## src/rtl/flexibit_pkg.sv

```systemverilog
// Shared FlexiBit datapath package: accumulator FSM state encoding, default
// widths, and the widening add used by the reduction blocks.
package flexibit_pkg;

   // Reduction FSM: summing beats, or holding a finished result.
   typedef enum logic [0:0] {
      ACCUM = 1'b0,
      DONE  = 1'b1
   } acc_state_t;

   // Default geometry for the reduction blocks.
   localparam int DEF_BITWIDTH  = 16;
   localparam int DEF_ACC_WIDTH = 32;
   localparam int DEF_MAX_LEN   = 64;

   // Widest accumulator the shared widening add supports.
   localparam int ADD_MAX_W = 64;

   // Unsigned add that keeps the carry: operands are zero-padded to
   // ADD_MAX_W bits, so for a W-bit accumulator bit W of the result is the
   // carry out of the W-bit sum.
   function automatic logic [ADD_MAX_W:0] add_wide(
      input logic [ADD_MAX_W-1:0] a,
      input logic [ADD_MAX_W-1:0] b
   );
      add_wide = {1'b0, a} + {1'b0, b};
   endfunction

endpackage

```

## src/rtl/acc_adder_sat.sv

```systemverilog
// Combinational accumulate step: acc + zero-extended operand, with carry out
// and optional clamp to all-ones on carry. Requires
// BITWIDTH <= ACC_WIDTH <= flexibit_pkg::ADD_MAX_W.
module acc_adder_sat
   import flexibit_pkg::*;
#(
   parameter int BITWIDTH  = DEF_BITWIDTH,
   parameter int ACC_WIDTH = DEF_ACC_WIDTH,
   parameter bit SATURATE  = 1'b0
) (
   input  logic [ACC_WIDTH-1:0] acc,
   input  logic [BITWIDTH-1:0]  operand,
   output logic [ACC_WIDTH-1:0] sum,
   output logic                 carry
);

   logic [ADD_MAX_W-1:0] acc_pad_s;
   logic [ADD_MAX_W-1:0] op_pad_s;
   logic [ADD_MAX_W:0]   wide_s;

   // Zero-extend both addends into the shared adder width.
   always_comb begin
      acc_pad_s                  = {ADD_MAX_W{1'b0}};
      op_pad_s                   = {ADD_MAX_W{1'b0}};
      acc_pad_s[ACC_WIDTH-1:0]   = acc;
      op_pad_s[BITWIDTH-1:0]     = operand;
   end

   assign wide_s = add_wide(acc_pad_s, op_pad_s);

   // Bits above the carry are always zero for in-range operands.
   generate
      if (ACC_WIDTH < ADD_MAX_W) begin : g_hi_bits
         logic unused_hi_s;
         assign unused_hi_s = |wide_s[ADD_MAX_W:ACC_WIDTH+1];
      end
   endgenerate

   // Pick the wrapped or clamped result and expose the carry.
   always_comb begin
      carry = wide_s[ACC_WIDTH];
      if (SATURATE && wide_s[ACC_WIDTH]) begin
         sum = {ACC_WIDTH{1'b1}};
      end else begin
         sum = wide_s[ACC_WIDTH-1:0];
      end
   end

endmodule

```

## src/rtl/stream_accumulator.sv

```systemverilog
// Stream accumulator: sums unsigned operand beats until a last beat (or
// MAX_LEN beats) is accepted, then presents the sum on a valid/ready output.
// Optional build macro ACC_SATURATE_EN: clamp the accumulator to all-ones on
// carry out instead of wrapping modulo 2^ACC_WIDTH.
module stream_accumulator
   import flexibit_pkg::*;
#(
   parameter  int BITWIDTH  = DEF_BITWIDTH,
   parameter  int ACC_WIDTH = DEF_ACC_WIDTH,
   parameter  int MAX_LEN   = DEF_MAX_LEN,
   localparam int CNT_W     = $clog2(MAX_LEN + 1)
) (
   input  logic                 clk,
   input  logic                 rst_n,
   input  logic                 in_valid,
   output logic                 in_ready,
   input  logic [BITWIDTH-1:0]  in_data,
   input  logic                 in_last,
   output logic                 out_valid,
   input  logic                 out_ready,
   output logic [ACC_WIDTH-1:0] out_data,
   output logic [CNT_W-1:0]     out_count,
   output logic                 out_overflow,
   output logic                 out_truncated
);

`ifdef ACC_SATURATE_EN
   localparam bit SAT_EN = 1'b1;
`else
   localparam bit SAT_EN = 1'b0;
`endif

   localparam logic [CNT_W-1:0] CNT_MAX  = CNT_W'(MAX_LEN);
   localparam logic [CNT_W-1:0] CNT_ONE  = CNT_W'(1);
   localparam logic [CNT_W-1:0] CNT_ZERO = {CNT_W{1'b0}};

   acc_state_t           state_r;
   acc_state_t           state_next_s;
   logic [ACC_WIDTH-1:0] acc_r;
   logic [ACC_WIDTH-1:0] acc_next_s;
   logic [CNT_W-1:0]     count_r;
   logic [CNT_W-1:0]     count_next_s;
   logic [CNT_W-1:0]     count_inc_s;
   logic                 ovf_r;
   logic                 ovf_next_s;
   logic                 trunc_r;
   logic                 trunc_next_s;
   logic                 in_ready_r;
   logic                 out_valid_r;
   logic                 accept_s;
   logic                 release_s;
   logic                 hit_max_s;
   logic [ACC_WIDTH-1:0] sum_s;
   logic                 carry_s;

   acc_adder_sat #(
      .BITWIDTH  (BITWIDTH),
      .ACC_WIDTH (ACC_WIDTH),
      .SATURATE  (SAT_EN)
   ) u_adder (
      .acc     (acc_r),
      .operand (in_data),
      .sum     (sum_s),
      .carry   (carry_s)
   );

   // Handshake qualifiers and the beat-count limit test.
   always_comb begin
      accept_s    = in_valid && in_ready_r && (state_r == ACCUM);
      release_s   = out_valid_r && out_ready && (state_r == DONE);
      count_inc_s = count_r + CNT_ONE;
      hit_max_s   = (count_inc_s == CNT_MAX);
   end

   // Next-state and datapath update for the accumulate/present FSM.
   always_comb begin
      state_next_s = state_r;
      acc_next_s   = acc_r;
      count_next_s = count_r;
      ovf_next_s   = ovf_r;
      trunc_next_s = trunc_r;
      case (state_r)
         ACCUM: begin
            if (accept_s) begin
               acc_next_s   = sum_s;
               count_next_s = count_inc_s;
               ovf_next_s   = ovf_r | carry_s;
               if (in_last || hit_max_s) begin
                  state_next_s = DONE;
                  trunc_next_s = hit_max_s && !in_last;
               end else begin
                  state_next_s = ACCUM;
               end
            end else begin
               state_next_s = ACCUM;
            end
         end
         DONE: begin
            if (release_s) begin
               state_next_s = ACCUM;
               acc_next_s   = {ACC_WIDTH{1'b0}};
               count_next_s = CNT_ZERO;
               ovf_next_s   = 1'b0;
               trunc_next_s = 1'b0;
            end else begin
               state_next_s = DONE;
            end
         end
         default: begin
            state_next_s = ACCUM;
            acc_next_s   = {ACC_WIDTH{1'b0}};
            count_next_s = CNT_ZERO;
            ovf_next_s   = 1'b0;
            trunc_next_s = 1'b0;
         end
      endcase
   end

   // State, accumulator and registered handshake outputs.
   always_ff @(posedge clk or negedge rst_n) begin
      if (!rst_n) begin
         state_r     <= ACCUM;
         acc_r       <= {ACC_WIDTH{1'b0}};
         count_r     <= CNT_ZERO;
         ovf_r       <= 1'b0;
         trunc_r     <= 1'b0;
         in_ready_r  <= 1'b0;
         out_valid_r <= 1'b0;
      end else begin
         state_r     <= state_next_s;
         acc_r       <= acc_next_s;
         count_r     <= count_next_s;
         ovf_r       <= ovf_next_s;
         trunc_r     <= trunc_next_s;
         in_ready_r  <= (state_next_s == ACCUM);
         out_valid_r <= (state_next_s == DONE);
      end
   end

   // The accumulator registers are frozen in DONE, so they serve directly
   // as the held result.
   assign in_ready      = in_ready_r;
   assign out_valid     = out_valid_r;
   assign out_data      = acc_r;
   assign out_count     = count_r;
   assign out_overflow  = ovf_r;
   assign out_truncated = trunc_r;

endmodule

```

## config.mk

```make
export PLATFORM = sky130hd
export DESIGN_NAME = stream_accumulator
export DESIGN_NICKNAME = d
export VERILOG_FILES = /design/src/rtl/flexibit_pkg.sv /design/src/rtl/acc_adder_sat.sv /design/src/rtl/stream_accumulator.sv
export SDC_FILE = /design/constraint.sdc
export NUM_CORES = 1
export LEC_CHECK = 0
export BUFFER_PORTS_ARGS = -buffer_cell sky130_fd_sc_hd__buf_2
export CAP_MARGIN = 0
export CORE_ASPECT_RATIO = 0.75
export CORE_MARGIN = 2
export CORE_UTILIZATION = 56
export CTS_BUF_LIST = sky130_fd_sc_hd__clkbuf_8
export CTS_CLUSTER_SIZE = 10
export DETAILED_ROUTE_END_ITERATION = 10
export PLACE_DENSITY = 0.82
export SLEW_MARGIN = 0
export SYNTH_ARGS = -nofsm -noshare
export SYNTH_HDL_FRONTEND = slang
export SYNTH_SLANG_ARGS = --single-unit
```

## constraint.sdc

```tcl
create_clock -name clk -period 2.37 [get_ports clk]
set_input_delay 0.711 -clock clk [delete_from_list [all_inputs] [get_ports clk]]
set_output_delay 0.711 -clock clk [all_outputs]
set_load 0.01 [all_outputs]
```

After elaboration in Yosys (flattened, before gate mapping)

Index checks and enable logic that the tools add are counted.

Bits in registers: 43
Logic and storage cells: 40
Output and inout port bits: 43

Mux-type cells: 16
Bitwise operators: 3
Add/sub/neg operators: 2
Reduce and logical (&&, ||, !) cells: 9
Eq/ne operators: 4

Operator list:

| kind                  | count |
|---|---|
| $mux W32              | 2 |
| $pmux W32 S2          | 1 |
| $add A32 B16 Y33      | 1 |
| $mux W7               | 2 |
| $pmux W7 S2           | 1 |
| $add A7 B1 Y7 const B | 1 |
| $eq A7 B7 Y1 const B  | 1 |
| $mux W1               | 7 |
| $pmux W1 S2           | 3 |
| $logic_and A1 B1 Y1   | 5 |
| $ne A2 B1 Y1 const B  | 2 |
| $reduce_and A3 Y1     | 1 |
| $ne A2 B2 Y1 const B  | 1 |
| $not A1 Y1            | 2 |
| $reduce_and A2 Y1     | 1 |
| $logic_not A1 Y1      | 1 |
| $logic_or A1 B1 Y1    | 1 |
| $or A1 B1 Y1          | 1 |

Longest topological paths before layout

Gate-level depths: netlist of run 1.

Depth after elaboration: 7
Mapped depth: 9
Mapped depth without buffers: 9

By module

Synthesis of run 1 repeated with hierarchy kept, for this count alone.

Cells, all modules: 365
Area, all modules: 3104.2 µm²

Modules (own cells, without submodules):

| module             | times used | cells an instance | seq. area each (µm²) | area an instance (µm²) |
|---|---|---|---|---|
| stream_accumulator | 1          | 200               | 1076.0               | 1849.3 |
| acc_adder_sat      | 1          | 165               | 0.0                  | 1255.0 |

Worst setup path after synthesis of run 1

OpenSTA, ideal clock, no wires.

Path type: input to register
From: in in_data[9]
To: reg acc_r[20], in the netlist out_data[20]
Stages: 7
Buffers on the path: 0
Library setup time: 0.079 ns
Data required time: 2.291 ns
Data arrival time: 2.457 ns
Path slack: -0.166 ns
Cell sequence: ha_1 > a21oi_2 > o21ai_2 > a2111oi_4 > a21oi_2 > nand4_1 > mux2i_1

Cells in the longest elaborated chain, start to end: 3

Ends and longest elaborated chain:

| item                 | line                      | RTL |
|---|---|---|
| from (decl)          | stream_accumulator.sv:17  | `input logic [BITWIDTH-1:0] in_data,` |
| $add A32 B16 Y33     | flexibit_pkg.sv:26        | `add_wide = {1'b0, a} + {1'b0, b};` |
| $mux W32             | stream_accumulator.sv:84  | `if (accept_s) begin` |
| $pmux W32 S2         | stream_accumulator.sv:82  | `case (state_r)` |
| to (signal assigned) | stream_accumulator.sv:123 | `acc_r <= {ACC_WIDTH{1'b0}};` |
| to (signal assigned) | stream_accumulator.sv:131 | `acc_r <= acc_next_s;` |
| to (decl)            | stream_accumulator.sv:39  | `logic [ACC_WIDTH-1:0] acc_r;` |

Every way passes these cells. The select of a mux whose other input is x is not followed.
A chain may end at the register's enable or synchronous reset.

Worst setup path after layout of run 1

From: in in_data[0]
To: reg acc_r[30], in the netlist out_data[30]

Same word-level chain as after synthesis.

==> impl_metrics.env, run 1 <==
export IMPL_status="finished, final reports clean"
export IMPL_worstSetupStartpointType="input port"
export IMPL_areaGrowthSynthToFinish_pct=30.1
export IMPL_critical_path_max_fanout=5
export IMPL_fillers=374
export IMPL_hp_class="input port to async pin"
export IMPL_post_route_drc_count=0
export IMPL_drv_slew=0
export IMPL_final_cell_mix="62 x buf_2, 53 x nand2_1, 43 x dfrtp_1"
export IMPL_grt_max_degree=37
export IMPL_wire_per_inst_um=15.9
export IMPL_power_w=0.00381
export IMPL_cts_tree="done"
export IMPL_final_common_cell="buf_2"
export IMPL_worstPathArrival_ps=2520
export IMPL_dr_pass1_iters=7
export IMPL_synthTopCellsByArea="dfrtp_1 38%, ha_1 7.4%, nand2_1 7.0%, o21ai_0 6.0%, a21oi_1 4.4%"
export IMPL_gr_total_overflow=0
export IMPL_synth_edf_count=0
export IMPL_layout_cells_non_filler=484
export IMPL_ant_nets=0
export IMPL_grt_usage=0.290
export IMPL_rsz0062_at_grt="true"
export IMPL_setup_viol=0
export IMPL_cts_root_buffer="clkbuf_8"
export IMPL_fin_area_mm2=0.00372
export IMPL_finClkSkew_ps=12.5
export IMPL_power_frac_seq=0.281
export IMPL_syn_inst=323
export IMPL_layout_nets=462
export IMPL_switching_share=0.418
export IMPL_dpl_hpwl_mm=5.72
export IMPL_syn_area_per_cell_um2=8.85
export IMPL_async_flop_share=1.00
export IMPL_clk_path_buf_depth=2
export IMPL_placed_cells=476
export IMPL_avgViaCountPerCell=5.89
export IMPL_clock_latency_ps=320
export IMPL_p_sw_w=0.00160
export IMPL_worstMarginPinSlew_ps=750
export IMPL_cts_max_level=2
export IMPL_first_iter_violations=135
export IMPL_crit_path_max_incr_delay_ps=370
export IMPL_r2r_start="out_data[0]"
export IMPL_cp_end_kind="register"
export IMPL_gp_congestion=0.884
export IMPL_layout_drive_gt1_share=0.316
export IMPL_synth_sequential_area_ratio=0.377
export IMPL_startpoint="in_data[0]"
export IMPL_synth_main_ff_cell="dfrtp_1"
export IMPL_fmaxAchievable_ghz=0.428
export IMPL_cp_required_ps=2560
export IMPL_internal_power_w=0.00222
export IMPL_grt_pass1_vias=2749
export IMPL_powerDensity_mw_per_mm2=1030
export IMPL_die_y_um=65.9
export IMPL_rows=22
export IMPL_post_cts_setup_buffers=0
export IMPL_synth_area_mm2=0.00286
export IMPL_io_buffers=63
export IMPL_start_util=0.583
export IMPL_placed_area_mm2=0.00359
export IMPL_n_antenna_cell=0
export IMPL_syn_nets=362
export IMPL_cts_buffers=5
export IMPL_clkPwrFrac=0.158
export IMPL_max_cap_violations=0
export IMPL_multiInputGateArea_mm2=0.00176
export IMPL_grt_pass1_wl_mm=13.0
export IMPL_pwr_share_comb=0.561
export IMPL_drt_total_wl_mm=7.71
export IMPL_leakage_nw=1.81
export IMPL_core_area_mm2=0.00490
export IMPL_ir_drop_v=0.000798
export IMPL_ys_types=52
export IMPL_path_cells="buf_8, ha_4, inv_2, fa_2, and2b_2, o211ai_1, a21o_4, a2111oi_4, xnor2_1, nor2_1"
export IMPL_io_pins=64
export IMPL_synth_area_leader_cell="dfrtp_1"
export IMPL_setup_ws_ps=35.7
export IMPL_dieArea_mm2=0.00570
export IMPL_antenna_found_initial=0
export IMPL_yosys_area_top_type_share=0.377
export IMPL_ys_ff_latch=43
export IMPL_path_class="input port to register"
export IMPL_ys_warn_count=0
export IMPL_dp_slack_ps=-348
export IMPL_final_seq_area_mm2=0.00108
export IMPL_finalHoldViolCount=0
export IMPL_fin_crit_ps=2330
export IMPL_finalCoreUtilization=0.759
export IMPL_postCtsHoldBufs=0
export IMPL_path_clk_slew_ps=100
export IMPL_critPathSlowestCell="a2111oi_4"
export IMPL_slew_headroom=0.500
export IMPL_fin_crit_sh=0.985
export IMPL_die_x_um=86.5
export IMPL_vias=2853
export IMPL_clkSinkCount=43
-- cells in the mapped netlist (5+ instances only) --
master	count
mux2i_1	8
nand4_1	7
nand3_1	18
xor2_1	6
ha_1	17
a21oi_1	25
xnor2_1	8
and3_1	5
o21ai_0	34
clkbuf_1	9
a31oi_1	5
inv_1	11
nor2_1	17
nand2_1	53
dfrtp_1	43
-- cell type report --
type	instances	share of cell area
clock buffers	5	0.0185
clock inverters	3	0.0118
inverters	11	0.0111
multi-input cells	259	0.474
flip-flops and latches	43	0.289
well taps	60	0.0202
repair buffers	103	0.175
-- routing by layer --
metal | global-route usage | wire length (um) | up-vias
li1 | - | - | 1380
met1 | 0.411 | 3590 | 1352
met2 | 0.453 | 3500 | 105
met3 | 0.0474 | 494 | 16
met4 | 0.0977 | 128 | 0
met5 | 0 | 0 | -
-- cell families (layout without fill, tap and decap cells) --
logic type / after synthesis / count (layout) / share of synthesized area
AO/OA/AOI/OAI: 98 / 98 / 0.237
multiplexers: 9 / 9 / 0.0320
XOR/XNOR: 14 / 14 / 0.0429
buffers and inverters: 21 / 122 / 0.0289
AND/OR/NAND/NOR: 120 / 120 / 0.201
flip-flops: 43 / 43 / 0.377
adder cells (fa/ha/maj): 18 / 18 / 0.0814
-- state kept, by name, summed over array words and instances, names as in the netlist --
| name | flops |
|---|---|
| out_data | 32 |
| out_count | 7 |
| in_ready | 1 |
| out_overflow | 1 |
| out_truncated | 1 |
| out_valid | 1 |
-- critical path, delay by kind of cell --
| family | cells | cell delay, ps |
|---|---|---|
| simple gates | 2 | 270 |
| xor+xnor | 1 | 170 |
| fa+ha+maj | 2 | 450 |
| compound gates | 3 | 810 |
| buf+inv | 2 | 110 |
-- what timing repair did --
item	4_1_cts	5_1_grt
gates cloned	0	0
pin swaps	4	2
gates resized for setup	0	3
endpoints found under the setup margin	1	17
-- through the flow --
| step | setup TNS (ps) | hold WS [ps] |
|---|---|---|
| 2_1_floorplan | -280 | 415 |
| 3_3_place_gp | -4400 | 486 |
| 3_5_place_dp | -6090 | 482 |
| 4_1_cts | 0 | 374 |
| 5_1_grt | -30.9 | 395 |
| 6_report | 0 | 356 |
-- power groups by stage --
stage | combinational (W) | sequential, W | clock (W)
after detailed placement | 0.00210 | 0.00108 | 0
after floorplan | 0.00118 | 0.00113 | 0
after global placement | 0.00203 | 0.00107 | 0
final | 0.00214 | 0.00107 | 0.000601
after global routing | 0.00235 | 0.00110 | 0.000641
after CTS | 0.00211 | 0.00107 | 0.000607
-- worst paths after layout --
| check | end | slack [ps] | cells past startpoint |
|---|---|---|---|
| worst min register to register | out_overflow | 510 | 2 |
| worst max register to register | out_data[30] | 70 | 9 |
| worst max-delay path | out_data[30] | 40 | 10 |
| worst min-delay path | out_data[6] | 360 | 1 |
| min in group clk | out_overflow | 510 | 2 |
| max in group asynchronous | out_data[19] | 1500 | 2 |
Note: power is estimated with default switching activity, not from simulation.
==> run 2, diff against run 1 <==
ABC_AREA = 1   (was not set)
CORE_UTILIZATION = 58   (was 56)
PLACE_DENSITY = 0.83   (was 0.82)
==> run 2 against run 1 <==
Net effect:
- clock power is 2% lower
- combinational power is 2% lower
- synthesized cell count is 68% higher
- largest power group unchanged
==> impl_metrics.env, run 2 <==
export IMPL_rsz0062_at_grt="false"
export IMPL_leakage_nw=2.43
export IMPL_ys_ff_latch=43
export IMPL_worstPathArrival_ps=2300
export IMPL_cp_required_ps=2560
export IMPL_internal_power_w=0.00199
export IMPL_setup_ws_ps=266
export IMPL_clkPwrFrac=0.155
export IMPL_post_route_drc_count=0
export IMPL_yosys_area_top_type_share=0.309
export IMPL_fin_crit_sh=0.888
export IMPL_synth_sequential_area_ratio=0.309
export IMPL_gp_congestion=0.923
export IMPL_power_frac_seq=0.293
export IMPL_synth_main_ff_cell="dfrtp_1"
export IMPL_final_common_cell="nand2_1"
export IMPL_ir_drop_v=0.000526
export IMPL_grt_pass1_wl_mm=15.5
export IMPL_gr_total_overflow=0
export IMPL_postCtsHoldBufs=0
export IMPL_synth_edf_count=0
export IMPL_finClkSkew_ps=8.77
export IMPL_rows=24
export IMPL_pwr_share_comb=0.552
export IMPL_worstSetupStartpointType="input port"
export IMPL_netlist_top_cells_count="207 x nand2_1, 86 x inv_1, 44 x nor2_1"
export IMPL_syn_inst=542
export IMPL_cts_buffers=5
export IMPL_grt_usage=0.293
export IMPL_async_flop_share=1.00
export IMPL_max_cap_violations=0
export IMPL_cp_end_kind="register"
export IMPL_fillers=531
export IMPL_dpl_hpwl_mm=7.34
export IMPL_io_pins=64
export IMPL_clk_path_buf_depth=2
export IMPL_grt_max_degree=28
export IMPL_layout_cells_non_filler=694
export IMPL_syn_area_per_cell_um2=6.42
export IMPL_ys_warn_count=0
export IMPL_io_buffers=63
export IMPL_dieArea_mm2=0.00664
export IMPL_first_iter_violations=329
export IMPL_whs_ps=352
export IMPL_yosysMostFrequentCell="nand2_1"
export IMPL_ant_nets=0
export IMPL_cts_max_level=2
export IMPL_vias=3645
export IMPL_synth_area_mm2=0.00348
export IMPL_cts_resized=0
export IMPL_status="finished, final reports clean"
export IMPL_critPathMostFrequentCell="nand3_1"
export IMPL_hp_class="input port to async pin"
export IMPL_placed_cells=686
export IMPL_switching_share=0.477
export IMPL_finalHoldViolCount=0
export IMPL_worstMarginPinSlew_ps=472
export IMPL_cts_tree="done"
export IMPL_path_cells="buf_2, ha_1, inv_1, fa_1, inv_1, nand3_1, nand3_1, nand2_1, nand2_1, nand3_1, nand3_2, nand3_1, nand2_1, nor2_1"
export IMPL_largest_register_ffs=32
export IMPL_ys_types=37
export IMPL_die_y_um=71.1
export IMPL_dp_slack_ps=-42.1
export IMPL_n_antenna_cell=0
export IMPL_clock_latency_ps=300
export IMPL_crit_path_max_incr_delay_ps=360
export IMPL_setup_viol=0
export IMPL_layout_drive_gt1_share=0.185
export IMPL_final_cell_mix="207 x nand2_1, 86 x inv_1, 63 x buf_2"
export IMPL_drt_total_wl_mm=9.30
export IMPL_powerDensity_mw_per_mm2=937
export IMPL_drv_slew=0
export IMPL_die_x_um=93.4
export IMPL_start_util=0.600
export IMPL_critPathSlowestCell="fa_1"
export IMPL_synthTopCellsByArea="dfrtp_1 31%, nand2_1 22%, inv_1 9.3%, ha_1 6.1%, nand3_1 5.0%"
export IMPL_critical_path_max_fanout=4
export IMPL_wire_per_inst_um=13.4
export IMPL_layout_nets=654
export IMPL_post_cts_setup_buffers=0
export IMPL_path_clk_slew_ps=90
export IMPL_fin_crit_ps=2100
export IMPL_fmaxAchievable_ghz=0.475
export IMPL_p_sw_w=0.00181
export IMPL_antenna_found_initial=0
export IMPL_path_class="input port to register"
export IMPL_syn_nets=581
export IMPL_cts_root_buffer="clkbuf_8"
export IMPL_areaGrowthSynthToFinish_pct=16.6
export IMPL_dr_pass1_iters=4
export IMPL_synth_area_leader_cell="dfrtp_1"
export IMPL_grt_pass1_vias=3364
export IMPL_avgViaCountPerCell=5.25
export IMPL_clkSinkCount=43
export IMPL_core_area_mm2=0.00580
export IMPL_slew_headroom=0.686
[run 2: area by class of cell]
class / instances / area (um2) / share of cell area
Timing Repair Buffer: 72 / 408 / 0.101
Sequential cell: 43 / 1080 / 0.265
Clock inverter: 3 / 43.8 / 0.0108
Multi-Input combinational cell: 401 / 2020 / 0.497
Clock buffer: 5 / 68.8 / 0.0170
Tap cell: 78 / 97.6 / 0.0241
Inverter: 92 / 345 / 0.0851
[run 2: worst paths after layout]
path,from,to,slack [ps],cells past startpoint
max,in_data[0],out_data[30],270,14
min,rst_n,out_data[7],350,1
max reg2reg,out_data[8],out_data[18],330,10
min reg2reg,out_data[2],out_data[2],510,2
max in group asynchronous,rst_n,out_data[30],1440,2
min in group clk,out_data[2],out_data[2],510,2
[run 2: kinds of logic (layout without fill, tap and decap cells)]
logic type,count (synthesis),after routing,synth area share
AND/OR/NAND/NOR,331,331,0.422
buffers and inverters,98,172,0.111
AO/OA/AOI/OAI,47,47,0.0784
flip-flops,43,43,0.309
adder cells (fa/ha/maj),18,18,0.0669
XOR/XNOR,5,5,0.0126
[run 2: critical path, delay by kind of cell]
family        cells  cell delay [ps]
fa+ha+maj         2              510
buf+inv           3              260
simple gates      9              820
[run 2: through the flow]
step | TNS [ps] | instance area [um2] | util | total power [W]
after floorplan | 0 | 3480 | - | 0.00252
after global placement | 0 | 3940 | 0.680 | 0.00312
after detailed placement | -156 | 3940 | 0.680 | 0.00319
after CTS | 0 | 4060 | 0.700 | 0.00379
after global routing | 0 | 4060 | 0.700 | 0.00414
final | 0 | 4060 | 0.700 | 0.00380
[run 2: power groups by stage]
stage / Combinational, W / Clock, W / Sequential [W]
2_1_floorplan: 0.00135 / 0 / 0.00117
3_3_place_gp: 0.00201 / 0 / 0.00110
3_5_place_dp: 0.00208 / 0 / 0.00112
4_1_cts: 0.00209 / 0.000595 / 0.00111
5_1_grt: 0.00238 / 0.000620 / 0.00114
6_report: 0.00210 / 0.000589 / 0.00111
[run 2: routing by layer]
| metal | routed length, um | up-vias | GRT usage | part of all wire |
|---|---|---|---|---|
| li1 | - | 1835 | - | - |
| met1 | 4170 | 1667 | 0.410 | 0.45 |
| met2 | 4260 | 139 | 0.484 | 0.46 |
| met3 | 824 | 4 | 0.0501 | 0.089 |
| met4 | 45 | 0 | 0.0572 | 0.0048 |
| met5 | 0 | - | 0 | 0 |
